File: src/rtl/uart_tx_sched_pkg.sv
// Shared types and constants for the UART transmit scheduler.
package uart_tx_sched_pkg;

  localparam int unsigned NREQ_DEF    = 4;
  localparam int unsigned MAX_LEN_DEF = 8;
  localparam int unsigned LEN_W_DEF   = 4;

  localparam logic [7:0] ASCII_CR = 8'h0D;
  localparam logic [7:0] ASCII_LF = 8'h0A;

  typedef enum logic [1:0] {
    ST_IDLE,
    ST_SEND,
    ST_CR,
    ST_LF
  } state_t;

endpackage

File: src/rtl/uart_tx_sched_if.sv
// Producer-side message bus and UART write port of the transmit scheduler.
interface uart_tx_sched_if
  import uart_tx_sched_pkg::*;
#(
  parameter int unsigned NREQ    = NREQ_DEF,
  parameter int unsigned MAX_LEN = MAX_LEN_DEF,
  parameter int unsigned LEN_W   = LEN_W_DEF
);

  logic [NREQ-1:0]           req;
  logic [NREQ*LEN_W-1:0]     msg_len;
  logic [NREQ*MAX_LEN*8-1:0] msg_data;
  logic                      tx_full;
  logic                      wr_uart;
  logic [7:0]                wr_data;
  logic [NREQ-1:0]           ack;
  logic [NREQ-1:0]           done;
  logic                      busy;

  // Producers plus the UART FIFO status side
  modport master (
    output req, msg_len, msg_data, tx_full,
    input  wr_uart, wr_data, ack, done, busy
  );

  modport slave (
    input  req, msg_len, msg_data, tx_full,
    output wr_uart, wr_data, ack, done, busy
  );

endinterface

File: src/rtl/uart_tx_sched_rr_arbiter.sv
// Combinational round-robin pick: first requester at or after i_ptr, wrapping.
module rr_arbiter #(
  parameter int unsigned N = 4
) (
  input  logic [N-1:0]         i_req,
  input  logic [$clog2(N)-1:0] i_ptr,
  input  logic                 i_en,
  output logic [N-1:0]         o_gnt,
  output logic [$clog2(N)-1:0] o_gnt_idx
);

  localparam int unsigned IDX_W = $clog2(N);

  logic [IDX_W-1:0] w_j;
  logic             w_found;

  always_comb begin
    o_gnt     = '0;
    o_gnt_idx = '0;
    w_found   = 1'b0;
    w_j       = '0;
    for (int unsigned k = 0; k < N; k++) begin
      w_j = IDX_W'((32'(i_ptr) + k) % N);
      if (i_en && !w_found && i_req[w_j]) begin
        o_gnt[w_j] = 1'b1;
        o_gnt_idx  = w_j;
        w_found    = 1'b1;
      end
    end
  end

endmodule

File: src/rtl/uart_tx_sched.sv
// Round-robin scheduler streaming whole producer messages into the UART TX FIFO.
// Define UART_TX_SCHED_CRLF_EN to append CR/LF after every message.
module uart_tx_sched
  import uart_tx_sched_pkg::*;
#(
  parameter int unsigned NREQ    = NREQ_DEF,
  parameter int unsigned MAX_LEN = MAX_LEN_DEF,
  parameter int unsigned LEN_W   = LEN_W_DEF
) (
  input  logic           clk,
  input  logic           reset_n,
  uart_tx_sched_if.slave bus
);

  localparam int unsigned IDX_W = $clog2(NREQ);
  localparam int unsigned BUF_W = MAX_LEN * 8;

  state_t           r_state, w_state_nxt;
  logic [LEN_W-1:0] r_idx, w_idx_nxt, r_len, w_len_nxt, w_len_sel, w_idx_inc;
  logic [BUF_W-1:0] r_buf, w_buf_nxt;
  logic [IDX_W-1:0] r_owner, w_owner_nxt, r_ptr, w_ptr_nxt, w_gnt_idx;
  logic [NREQ-1:0]  r_ack, w_ack_nxt, r_done, w_done_nxt, w_gnt;
  logic             w_wr, w_fin;
  logic [7:0]       w_data;

  rr_arbiter #(.N(NREQ)) u_arb (
    .i_req     (bus.req),
    .i_ptr     (r_ptr),
    .i_en      (r_state == ST_IDLE),
    .o_gnt     (w_gnt),
    .o_gnt_idx (w_gnt_idx)
  );

  assign w_len_sel = bus.msg_len[int'(w_gnt_idx)*LEN_W +: LEN_W];
  assign w_idx_inc = r_idx + LEN_W'(1);

  // Next-state, capture and UART write strobe
  always_comb begin
    w_state_nxt = r_state;
    w_idx_nxt   = r_idx;
    w_len_nxt   = r_len;
    w_buf_nxt   = r_buf;
    w_owner_nxt = r_owner;
    w_ptr_nxt   = r_ptr;
    w_ack_nxt   = '0;
    w_done_nxt  = '0;
    w_wr        = 1'b0;
    w_fin       = 1'b0;
    w_data      = 8'h00;
    case (r_state)
      ST_IDLE: begin
        if (|w_gnt) begin
          w_len_nxt   = (w_len_sel > LEN_W'(MAX_LEN)) ? LEN_W'(MAX_LEN) : w_len_sel;
          w_buf_nxt   = bus.msg_data[int'(w_gnt_idx)*BUF_W +: BUF_W];
          w_idx_nxt   = '0;
          w_owner_nxt = w_gnt_idx;
          w_ptr_nxt   = (32'(w_gnt_idx) == NREQ - 1) ? '0 : w_gnt_idx + IDX_W'(1);
          w_ack_nxt   = w_gnt;
          w_state_nxt = ST_SEND;
        end
      end
      ST_SEND: begin
        // An empty message skips straight to the trailer / completion
        if (r_idx < r_len) begin
          w_data = r_buf[int'(r_idx)*8 +: 8];
          w_wr   = ~bus.tx_full;
          if (w_wr) begin
            w_idx_nxt = w_idx_inc;
            w_fin     = (w_idx_inc == r_len);
          end
        end else begin
          w_fin = 1'b1;
        end
        if (w_fin) begin
`ifdef UART_TX_SCHED_CRLF_EN
          w_state_nxt = ST_CR;
`else
          w_state_nxt         = ST_IDLE;
          w_done_nxt[r_owner] = 1'b1;
`endif
        end
      end
`ifdef UART_TX_SCHED_CRLF_EN
      ST_CR: begin
        w_data = ASCII_CR;
        w_wr   = ~bus.tx_full;
        if (w_wr) w_state_nxt = ST_LF;
      end
      ST_LF: begin
        w_data = ASCII_LF;
        w_wr   = ~bus.tx_full;
        if (w_wr) begin
          w_state_nxt         = ST_IDLE;
          w_done_nxt[r_owner] = 1'b1;
        end
      end
`endif
      default: w_state_nxt = ST_IDLE;
    endcase
  end

  always_ff @(posedge clk or negedge reset_n) begin
    if (!reset_n) begin
      r_state <= ST_IDLE;
      r_idx   <= '0;
      r_len   <= '0;
      r_buf   <= '0;
      r_owner <= '0;
      r_ptr   <= '0;
      r_ack   <= '0;
      r_done  <= '0;
    end else begin
      r_state <= w_state_nxt;
      r_idx   <= w_idx_nxt;
      r_len   <= w_len_nxt;
      r_buf   <= w_buf_nxt;
      r_owner <= w_owner_nxt;
      r_ptr   <= w_ptr_nxt;
      r_ack   <= w_ack_nxt;
      r_done  <= w_done_nxt;
    end
  end

  assign bus.wr_uart = w_wr;
  assign bus.wr_data = w_data;
  assign bus.ack     = r_ack;
  assign bus.done    = r_done;
  assign bus.busy    = (r_state != ST_IDLE);

endmodule

File: src/flat_wrapper.sv
// flat-port wrapper written by rule: the top's interface ports become plain ports
module uart_tx_sched_flat import uart_tx_sched_pkg::*;
#(
  parameter int unsigned NREQ    = NREQ_DEF,
  parameter int unsigned MAX_LEN = MAX_LEN_DEF,
  parameter int unsigned LEN_W   = LEN_W_DEF
)
  (clk, reset_n, bus_req, bus_msg_len, bus_msg_data, bus_tx_full, bus_wr_uart, bus_wr_data, bus_ack, bus_done, bus_busy);
  uart_tx_sched_if #(.NREQ(NREQ), .MAX_LEN(MAX_LEN), .LEN_W(LEN_W)) bus_i ();
  input  logic clk;
  input  logic reset_n;
  input wire logic [$bits(bus_i.req)-1:0] bus_req;
  input wire logic [$bits(bus_i.msg_len)-1:0] bus_msg_len;
  input wire logic [$bits(bus_i.msg_data)-1:0] bus_msg_data;
  input wire logic [$bits(bus_i.tx_full)-1:0] bus_tx_full;
  output wire logic [$bits(bus_i.wr_uart)-1:0] bus_wr_uart;
  output wire logic [$bits(bus_i.wr_data)-1:0] bus_wr_data;
  output wire logic [$bits(bus_i.ack)-1:0] bus_ack;
  output wire logic [$bits(bus_i.done)-1:0] bus_done;
  output wire logic [$bits(bus_i.busy)-1:0] bus_busy;
  assign bus_i.req = bus_req;
  assign bus_i.msg_len = bus_msg_len;
  assign bus_i.msg_data = bus_msg_data;
  assign bus_i.tx_full = bus_tx_full;
  assign bus_wr_uart = bus_i.wr_uart;
  assign bus_wr_data = bus_i.wr_data;
  assign bus_ack = bus_i.ack;
  assign bus_done = bus_i.done;
  assign bus_busy = bus_i.busy;
  uart_tx_sched #(.NREQ(NREQ), .MAX_LEN(MAX_LEN), .LEN_W(LEN_W)) u_core (.clk(clk), .reset_n(reset_n), .bus(bus_i));
endmodule
File: config.mk
export PLATFORM = sky130hd
export DESIGN_NAME = uart_tx_sched_flat
export DESIGN_NICKNAME = d
export VERILOG_FILES = /design/src/rtl/uart_tx_sched_pkg.sv /design/src/rtl/uart_tx_sched_if.sv /design/src/rtl/uart_tx_sched_rr_arbiter.sv /design/src/rtl/uart_tx_sched.sv /design/src/flat_wrapper.sv
export SDC_FILE = /design/constraint.sdc
export NUM_CORES = 1
export LEC_CHECK = 0
export CORE_MARGIN = 10
export CORE_UTILIZATION = 44
export DETAILED_ROUTE_END_ITERATION = 16
export PLACE_DENSITY = 0.87
export SLEW_MARGIN = 25
export SYNTH_ARGS = -nofsm -noshare
export SYNTH_HDL_FRONTEND = slang
export SYNTH_SLANG_ARGS = --single-unit
File: constraint.sdc
create_clock -name clk -period 5.1 [get_ports clk]
set_clock_uncertainty 0.1 [all_clocks]
set_input_delay 1.02 -clock clk [delete_from_list [all_inputs] [get_ports clk]]
set_output_delay 1.02 -clock clk [all_outputs]
set_load 0.05 [all_outputs]
==> summary.txt, run 1 <==
Routing
  – DRC violation total after the first TritonRoute iteration: roughly 290
  – Total via count in the routed design: between 4000 and 5000
  – Vias per cell: 5.59
  – Number of remaining DRC errors: 0
  – Avg WL per Cell: 24.2 um
  – Remaining antenna violation count: 0
  – Detailed Route WL: ~21000 um
  – Total iterations of the first detailed-routing run: 5

Min path
  – Depth of the worst hold-timing path: 1
  – Hold/Removal Path Class: reg2reg
  – Launch point of the worst hold path: u_core.r_buf[47]
  – Worst hold path endpoint: u_core.r_buf[47]

Synthesis
  – Library cell occupying the most area in the post-synthesis netlist: sky130_fd_sc_hd__dfrtp_1
  – Part of the Yosys area used for sequential elements: 0.358
  – Post-synthesis sequential element count: 85
  – Mapped Nets: 703
  – Synth Flop Type: sky130_fd_sc_hd__dfrtp_1
  – Syn_area_per_cell: about 14 sq um
  – FFs w/ async S/R, synth: 1.00
  – Number of enable flip-flop cells after synthesis: 0
  – Warning count from the yosys run: 0
  – Count of different cell masters after synthesis: between 40 and 50
  – Gate count of the mapped netlist: 411
  – Cell area after technology mapping: 5940 sq um
  – Top cell type's share of synthesized area: 0.358
  – Cell types occupying the most area after synthesis: sky130_fd_sc_hd__dfrtp_1, sky130_fd_sc_hd__mux4_2, sky130_fd_sc_hd__mux2_2

Floorplanning
  – Area of the core: between 10000 and 15000 sq um
  – Total I/O pin count: slightly below 300
  – Die span in x: 136 um
  – Die Outline Area: ~19000 sq um
  – Initial core utilization: 0.449
  – Die Height: 136 um
  – Row count: 42

Job
  – Number of maximum-capacitance violations: 0

Timing
  – Number of max-slew violations in the final report: 0
  – RSZ-0062 raised after global routing: no
  – Number of setup violations in the final report: 0
  – Final critical-path required period: 4.57 ns
  – Worst slew margin relative to its limit: 0.353
  – Fin Setup TNS: 0 ns
  – Share of the clock period used by the worst path: 0.897
  – Max frequency: 0.219 GHz
  – Number of hold violations in the final report: 0
  – Transition time of the tightest slew-check pin: 0.946 ns

Setup path
  – Crit-path max FO: 14
  – Slowest cell on the critical path: sky130_fd_sc_hd__clkdlybuf4s50_1
  – Flop-to-flop setup slack: 1.11 ns
  – Crit path launch: u_core.r_idx[2]
  – Data arrival time of the critical path: 3.45 ns
  – Nature of the critical path startpoint: flop
  – Delay of the slowest critical-path stage: between 0.8 and 0.9 ns
  – Worst path required time: 3.98 ns
  – Worst reg2reg path depth: 9
  – Ordered cell list for the critical path: ha_1 -> o21a_1 -> o21ai_0 -> nand3_1 -> or2_2 -> nor2_1 -> clkdlybuf4s50_1
  – Category of the critical setup timing path: reg2out
  – Crit Reg-Reg Endpoint: u_core.r_buf[26]
  – Launch instance of the worst register-to-register path: u_core.r_ptr[0]
  – Crit end category: primary output

Outcome
  – Status: finished clean

Power and ir drop
  – Power per cell area: between 500 and 600 nW/um^2
  – Largest voltage drop on the vdd net: 430 uV
  – Total power: approximately 5600 uW
  – Static Leakage: 0.00370 uW

Global route
  – First-pass GRT wire length: 32100 um
  – Vias in the first global route: 5658
  – Remaining Overflow, GRT: 0
  – Total Routing Usage GR: 0.225
  – Pin count of the biggest net entering global routing: 86
  – Number of antenna violations at the first check in global routing: 0

Placement
  – Half-perimeter wire length of the detailed placement result: 17900 um
  – Routability congestion estimate: roughly 0.99
  – IO Port Bufs: 296

Cells and area
  – Number of fill cells in the layout: between 800 and 900
  – Most common cell after layout, fill and taps aside: sky130_fd_sc_hd__clkdlybuf4s50_1
  – Net total in the final layout: 986
  – Syn-to-layout area delta: 58.7%
  – Ant diodes: 0
  – Ratio of cells with drive above 1 in the final layout: 0.240
  – Highest-count cells in the layout ignoring fill and taps: sky130_fd_sc_hd__clkdlybuf4s50_1, sky130_fd_sc_hd__dfrtp_1, sky130_fd_sc_hd__mux4_2, sky130_fd_sc_hd__mux2_2, sky130_fd_sc_hd__mux2_1

Clock tree
  – Maximum clock path buffer count: 2
  – CTS Buf Count: 9
  – H-tree lvl count: 3
  – # hold bufs at CTS: 0
  – Clk Latency, worst-skew pair: 0.33 ns
  – CTS root buf: sky130_fd_sc_hd__clkbuf_16
  – Post-CTS Resized: 0
  – Sinks on Clock Net: 85
  – CTS clk-pin slew, worst paths: 0.07 ns
  – CTS tree: done
  – Number of setup buffers added after CTS: 0
-- critical path, delay by kind of cell (launching register included) --
family / cells / cell delay, ns
fa+ha+maj: 1 / 0.36
flops: 1 / 0.79
compound gates: 2 / 0.31
simple gates: 3 / 0.81
buf+inv: 1 / 0.86
-- cells by family after synthesis --
kind of cell	after synthesis	synth area share
xor gates and xnor gates	6	0.00885
AOI/OAI and AO/OA	37	0.0419
DFF	85	0.358
muxes	166	0.471
buffers and inverters	46	0.0360
and+or+nand+nor	58	0.0562
adders and majority gates	13	0.0274
-- layout make-up --
cell class | instances | area [sq um] | share of cell area
multi-input cells | 280 | 3620 | 0.384
repair buffers | 304 | 3090 | 0.328
flip-flops and latches | 85 | 2130 | 0.226
clock buffers | 10 | 239 | 0.0254
well taps | 176 | 220 | 0.0234
clock inverters | 6 | 77.6 | 0.00823
inverters | 14 | 52.6 | 0.00557
-- Yosys cell counts, types with 4 or more instances --
master and instances:
sky130_fd_sc_hd__a21oi_1 10, sky130_fd_sc_hd__a221oi_1 4, sky130_fd_sc_hd__a31oi_1 5, sky130_fd_sc_hd__buf_2 12
sky130_fd_sc_hd__clkbuf_1 14, sky130_fd_sc_hd__dfrtp_1 85, sky130_fd_sc_hd__ha_1 13, sky130_fd_sc_hd__inv_1 14
sky130_fd_sc_hd__mux2_1 18, sky130_fd_sc_hd__mux2_2 52, sky130_fd_sc_hd__mux2i_1 12, sky130_fd_sc_hd__mux4_2 84
sky130_fd_sc_hd__nand2_1 11, sky130_fd_sc_hd__nand2b_1 4, sky130_fd_sc_hd__nand3_1 5, sky130_fd_sc_hd__nand3b_1 7
sky130_fd_sc_hd__nor2_1 14, sky130_fd_sc_hd__o21ai_0 7, sky130_fd_sc_hd__xnor2_1 5
-- metrics by stage --
| stage | worst slack (ns) | instance area (sq um) | std cells | util | hold WS, ns |
|---|---|---|---|---|---|
| CTS | 0.558 | 9420 | 875 | 0.712 | 0.395 |
| global placement | 0.728 | 9060 | 857 | 0.684 | 0.366 |
| detailed placement | 0.779 | 9110 | 859 | 0.688 | 0.375 |
| finish | 0.526 | 9430 | 875 | 0.712 | 0.396 |
| floorplan | 1.04 | 5940 | 411 | - | 0.352 |
| global route | 0.389 | 9430 | 875 | 0.712 | 0.418 |
-- how the worst max path moves through the flow --
stage | to | slack (ns) | cells after the start
floorplan | bus_wr_data[0] | 1.04 | 11
global placement | u_core.r_buf[13] | 0.73 | 8
detailed placement | u_core.r_buf[47] | 0.78 | 7
CTS | bus_wr_data[6] | 0.56 | 7
global route | bus_wr_data[6] | 0.39 | 7
finish | bus_wr_data[6] | 0.53 | 7
-- power breakdown --
| group | internal, uW | switching, uW |
|---|---|---|
| Clock | 403 | 280 |
| Sequential | 1040 | 269 |
| Combinational | 1920 | 1730 |
-- routing by layer --
layer | part of all wire | global-route usage | vias to the layer above | wire, um
met2 | 0.54 | 0.404 | 223 | 11500
met5 | 0 | 0 | - | 0
met1 | 0.36 | 0.258 | 2444 | 7690
met3 | 0.075 | 0.0627 | 22 | 1590
met4 | 0.019 | 0.0580 | 0 | 396
li1 | - | - | 2198 | -
-- sequential cells by signal, summed over array words and instances (netlist names) --
register,cells
u_core.bus.ack,4
u_core.r_buf,64
u_core.r_idx,4
u_core.r_state,1
u_core.r_owner,2
u_core.bus.done,4
u_core.r_len,4
u_core.r_ptr,2
Power figures use the tool's default switching activity.
==> run 2, diff against run 1 <==
--- a/config.mk
+++ b/config.mk
@@ -5,8 +5,10 @@
 export SDC_FILE = /design/constraint.sdc
 export NUM_CORES = 1
 export LEC_CHECK = 0
+export CAP_MARGIN = 20
 export CORE_MARGIN = 10
 export CORE_UTILIZATION = 44
+export CTS_CLUSTER_DIAMETER = 120
 export DETAILED_ROUTE_END_ITERATION = 16
 export PLACE_DENSITY = 0.87
 export SLEW_MARGIN = 25
==> results of run 2 <==
The final DEF is identical to that of run 1; final timing and power are the same.
==> run 3, diff against run 2 <==
--- a/config.mk
+++ b/config.mk
@@ -7,10 +7,10 @@
 export LEC_CHECK = 0
 export CAP_MARGIN = 20
 export CORE_MARGIN = 10
-export CORE_UTILIZATION = 44
+export CORE_UTILIZATION = 41
 export CTS_CLUSTER_DIAMETER = 120
 export DETAILED_ROUTE_END_ITERATION = 16
-export PLACE_DENSITY = 0.87
+export PLACE_DENSITY = 0.82
 export SLEW_MARGIN = 25
 export SYNTH_ARGS = -nofsm -noshare
 export SYNTH_HDL_FRONTEND = slang
==> constraint.sdc (replaced) <==
create_clock -name clk -period 4.8 [get_ports clk]
set_clock_uncertainty 0.1 [all_clocks]
set_input_delay 0.96 -clock clk [delete_from_list [all_inputs] [get_ports clk]]
set_output_delay 0.96 -clock clk [all_outputs]
set_load 0.05 [all_outputs]
==> run 3 against run 2 <==
Net effect:
- worst hold slack worse by 0.0072 ns
- critical path depth up 1
- setup slack better by 0.10 ns
- register-to-register slack worse by 0.38 ns
- final cell count up 1.4%
- non-clock buffer count up 2
- sequential power up 5%
- sequential share of layout area down 0.084 points
- global-route usage down 0.31 points
- routed wire length up 6.1%
- clock power up 13%
- critical endpoint is now bus_wr_uart
==> summary.txt, run 3 (same netlist as run 1, synthesis figures left out) <==
Routing
  – Number of remaining DRC errors: 0
  – Total iterations of the first detailed-routing run: 6
  – Remaining antenna violation count: 0
  – Detail Route met3 WL: ~1400 um
  – Wire length on met1: 8170 um
  – DRC violation total after the first TritonRoute iteration: 320
  – Total via count in the routed design: 4929
  – Avg WL per Cell: around 25 um
  – Detailed Route WL: between 20000 and 25000 um
  – Vias per cell: 5.56
  – Total length of routed met2 wires: 12200 um
  – Highest layer used for signal routing: met4

Setup path
  – Worst reg2reg path depth: 9
  – Nature of the critical path startpoint: flop
  – Crit-path max FO: 7
  – Worst path required time: 3.74 ns
  – Data arrival time of the critical path: 3.11 ns
  – Launch instance of the worst register-to-register path: u_core.r_ptr[0]
  – Crit Reg-Reg Endpoint: u_core.r_buf[20]
  – Flop-to-flop setup slack: 0.73 ns
  – Crit end category: primary output
  – Category of the critical setup timing path: reg2out

Global route
  – Total Routing Usage GR: 0.222
  – Remaining Overflow, GRT: 0
  – First-pass GRT wire length: 33900 um
  – Pin count of the biggest net entering global routing: 64
  – Number of antenna violations at the first check in global routing: 6
  – Vias in the first global route: ~5700

Job
  – Number of maximum-capacitance violations: 0

Cells and area
  – Reg with most FFs: u_core.r_buf
  – Storage cell area: 2130 sq um
  – Most common cell after layout, fill and taps aside: sky130_fd_sc_hd__clkdlybuf4s50_1
  – Syn-to-layout area delta: 59.3%
  – Util after Layout: 0.674
  – Number of flip-flops under the largest register name: 64
  – Highest-count cells in the layout ignoring fill and taps: sky130_fd_sc_hd__clkdlybuf4s50_1, sky130_fd_sc_hd__dfrtp_1, sky130_fd_sc_hd__mux4_2, sky130_fd_sc_hd__mux2_2, sky130_fd_sc_hd__mux2_1
  – Ratio of cells with drive above 1 in the final layout: 0.254
  – Area of the multi-input gates: 3620 sq um
  – Net total in the final layout: 988
  – Number of fill cells in the layout: 990

Timing
  – Transition time of the tightest slew-check pin: 0.919 ns
  – Share of the clock period used by the worst path: 0.869
  – RSZ-0062 raised after global routing: no
  – Number of hold violations in the final report: 0
  – Worst slew margin relative to its limit: 0.372
  – Final critical-path required period: around 4.2 ns
  – Max frequency: 0.240 GHz
  – Fin Setup TNS: 0 ns
  – Number of max-slew violations in the final report: 0
  – Number of setup violations in the final report: 0

Floorplanning
  – Row count: between 40 and 50
  – Total I/O pin count: between 200 and 300
  – Area of the core: roughly 14000 sq um
  – Die Height: 140 um
  – Die span in x: 140 um
  – Initial core utilization: 0.423
  – Die Outline Area: just under 20000 sq um

Power and ir drop
  – Power per cell area: 637 nW/um^2
  – Largest voltage drop on the vdd net: around 500 uV
  – Static Leakage: 0.00374 uW
  – Total power: 6030 uW

Min path
  – Launch point of the worst hold path: u_core.r_buf[14]
  – Depth of the worst hold-timing path: 1
  – Hold/Removal Path Class: reg2reg
  – Worst hold path endpoint: u_core.r_buf[14]

Placement
  – IO Port Bufs: 296
  – Half-perimeter wire length of the detailed placement result: about 19000 um
  – Routability congestion estimate: a little over 0.9

Clock tree
  – CTS clk-pin slew, worst paths: 0.06 ns
  – Post-CTS Resized: 0
  – CTS Buf Count: 9
  – Clk Latency, worst-skew pair: 0.34 ns
  – Maximum clock path buffer count: 2
  – Sinks on Clock Net: 85
  – CTS tree: done
  – CTS root buf: sky130_fd_sc_hd__clkbuf_16
  – # hold bufs at CTS: 0
  – Number of setup buffers added after CTS: 0
  – H-tree lvl count: 3

Outcome
  – Status: finished clean
run 3: how the worst max path moves through the flow:
stage | from | to | cells past startpoint
2_1_floorplan | u_core.r_idx[0] | bus_wr_data[0] | 11
3_3_place_gp | bus_req[2] | u_core.r_buf[20] | 7
6_report | u_core.r_len[1] | bus_wr_uart | 8
3_5_place_dp | bus_req[2] | u_core.r_buf[20] | 7
4_1_cts | u_core.r_len[1] | bus_wr_uart | 8
5_1_grt | u_core.r_len[1] | bus_wr_uart | 8
run 3: worst max-delay path, stage by stage (launching register included):
cell and delay, ns:
sky130_fd_sc_hd__dfrtp_1 0.40, sky130_fd_sc_hd__inv_1 0.06, sky130_fd_sc_hd__ha_1 0.28, sky130_fd_sc_hd__nor2b_1 0.13, sky130_fd_sc_hd__o21a_1 0.16, sky130_fd_sc_hd__o21ai_0 0.22, sky130_fd_sc_hd__nand3_1 0.20, sky130_fd_sc_hd__nor2_1 0.41
sky130_fd_sc_hd__clkdlybuf4s50_1 0.91
run 3: stage by stage:
step / worst slack, ns / area, sq um / hold slack, ns / instances
after floorplan: 0.796 / 5940 / 0.352 / 411
after global placement: 0.705 / 9080 / 0.368 / 864
after detailed placement: 0.542 / 9110 / 0.380 / 865
after CTS: 0.618 / 9450 / 0.394 / 881
after global routing: 0.373 / 9460 / 0.414 / 887
final: 0.630 / 9460 / 0.388 / 887
run 3: layout make-up:
type / instances / share of cell area
tap: 180 / 0.0238
clock inverter: 5 / 0.00873
inverter: 14 / 0.00555
multi-input combinational: 280 / 0.383
clock buffer: 11 / 0.0267
timing repair buffer: 306 / 0.326
sequential: 85 / 0.225
antenna: 6 / 0.00159
run 3: report_power, final:
part | switching (uW) | leakage [uW] | internal, uW
clock network | 290 | 0.000166 | 485
logic | 1860 | 0.00256 | 2010
registers | 273 | 0.00102 | 1110
total | 2420 | 0.00374 | 3610
run 3: routing by layer:
layer,GRT usage,vias to the layer above
met5,0,-
met1,0.240,2482
met3,0.0592,34
li1,-,2207
met4,0.0918,0
met2,0.400,206
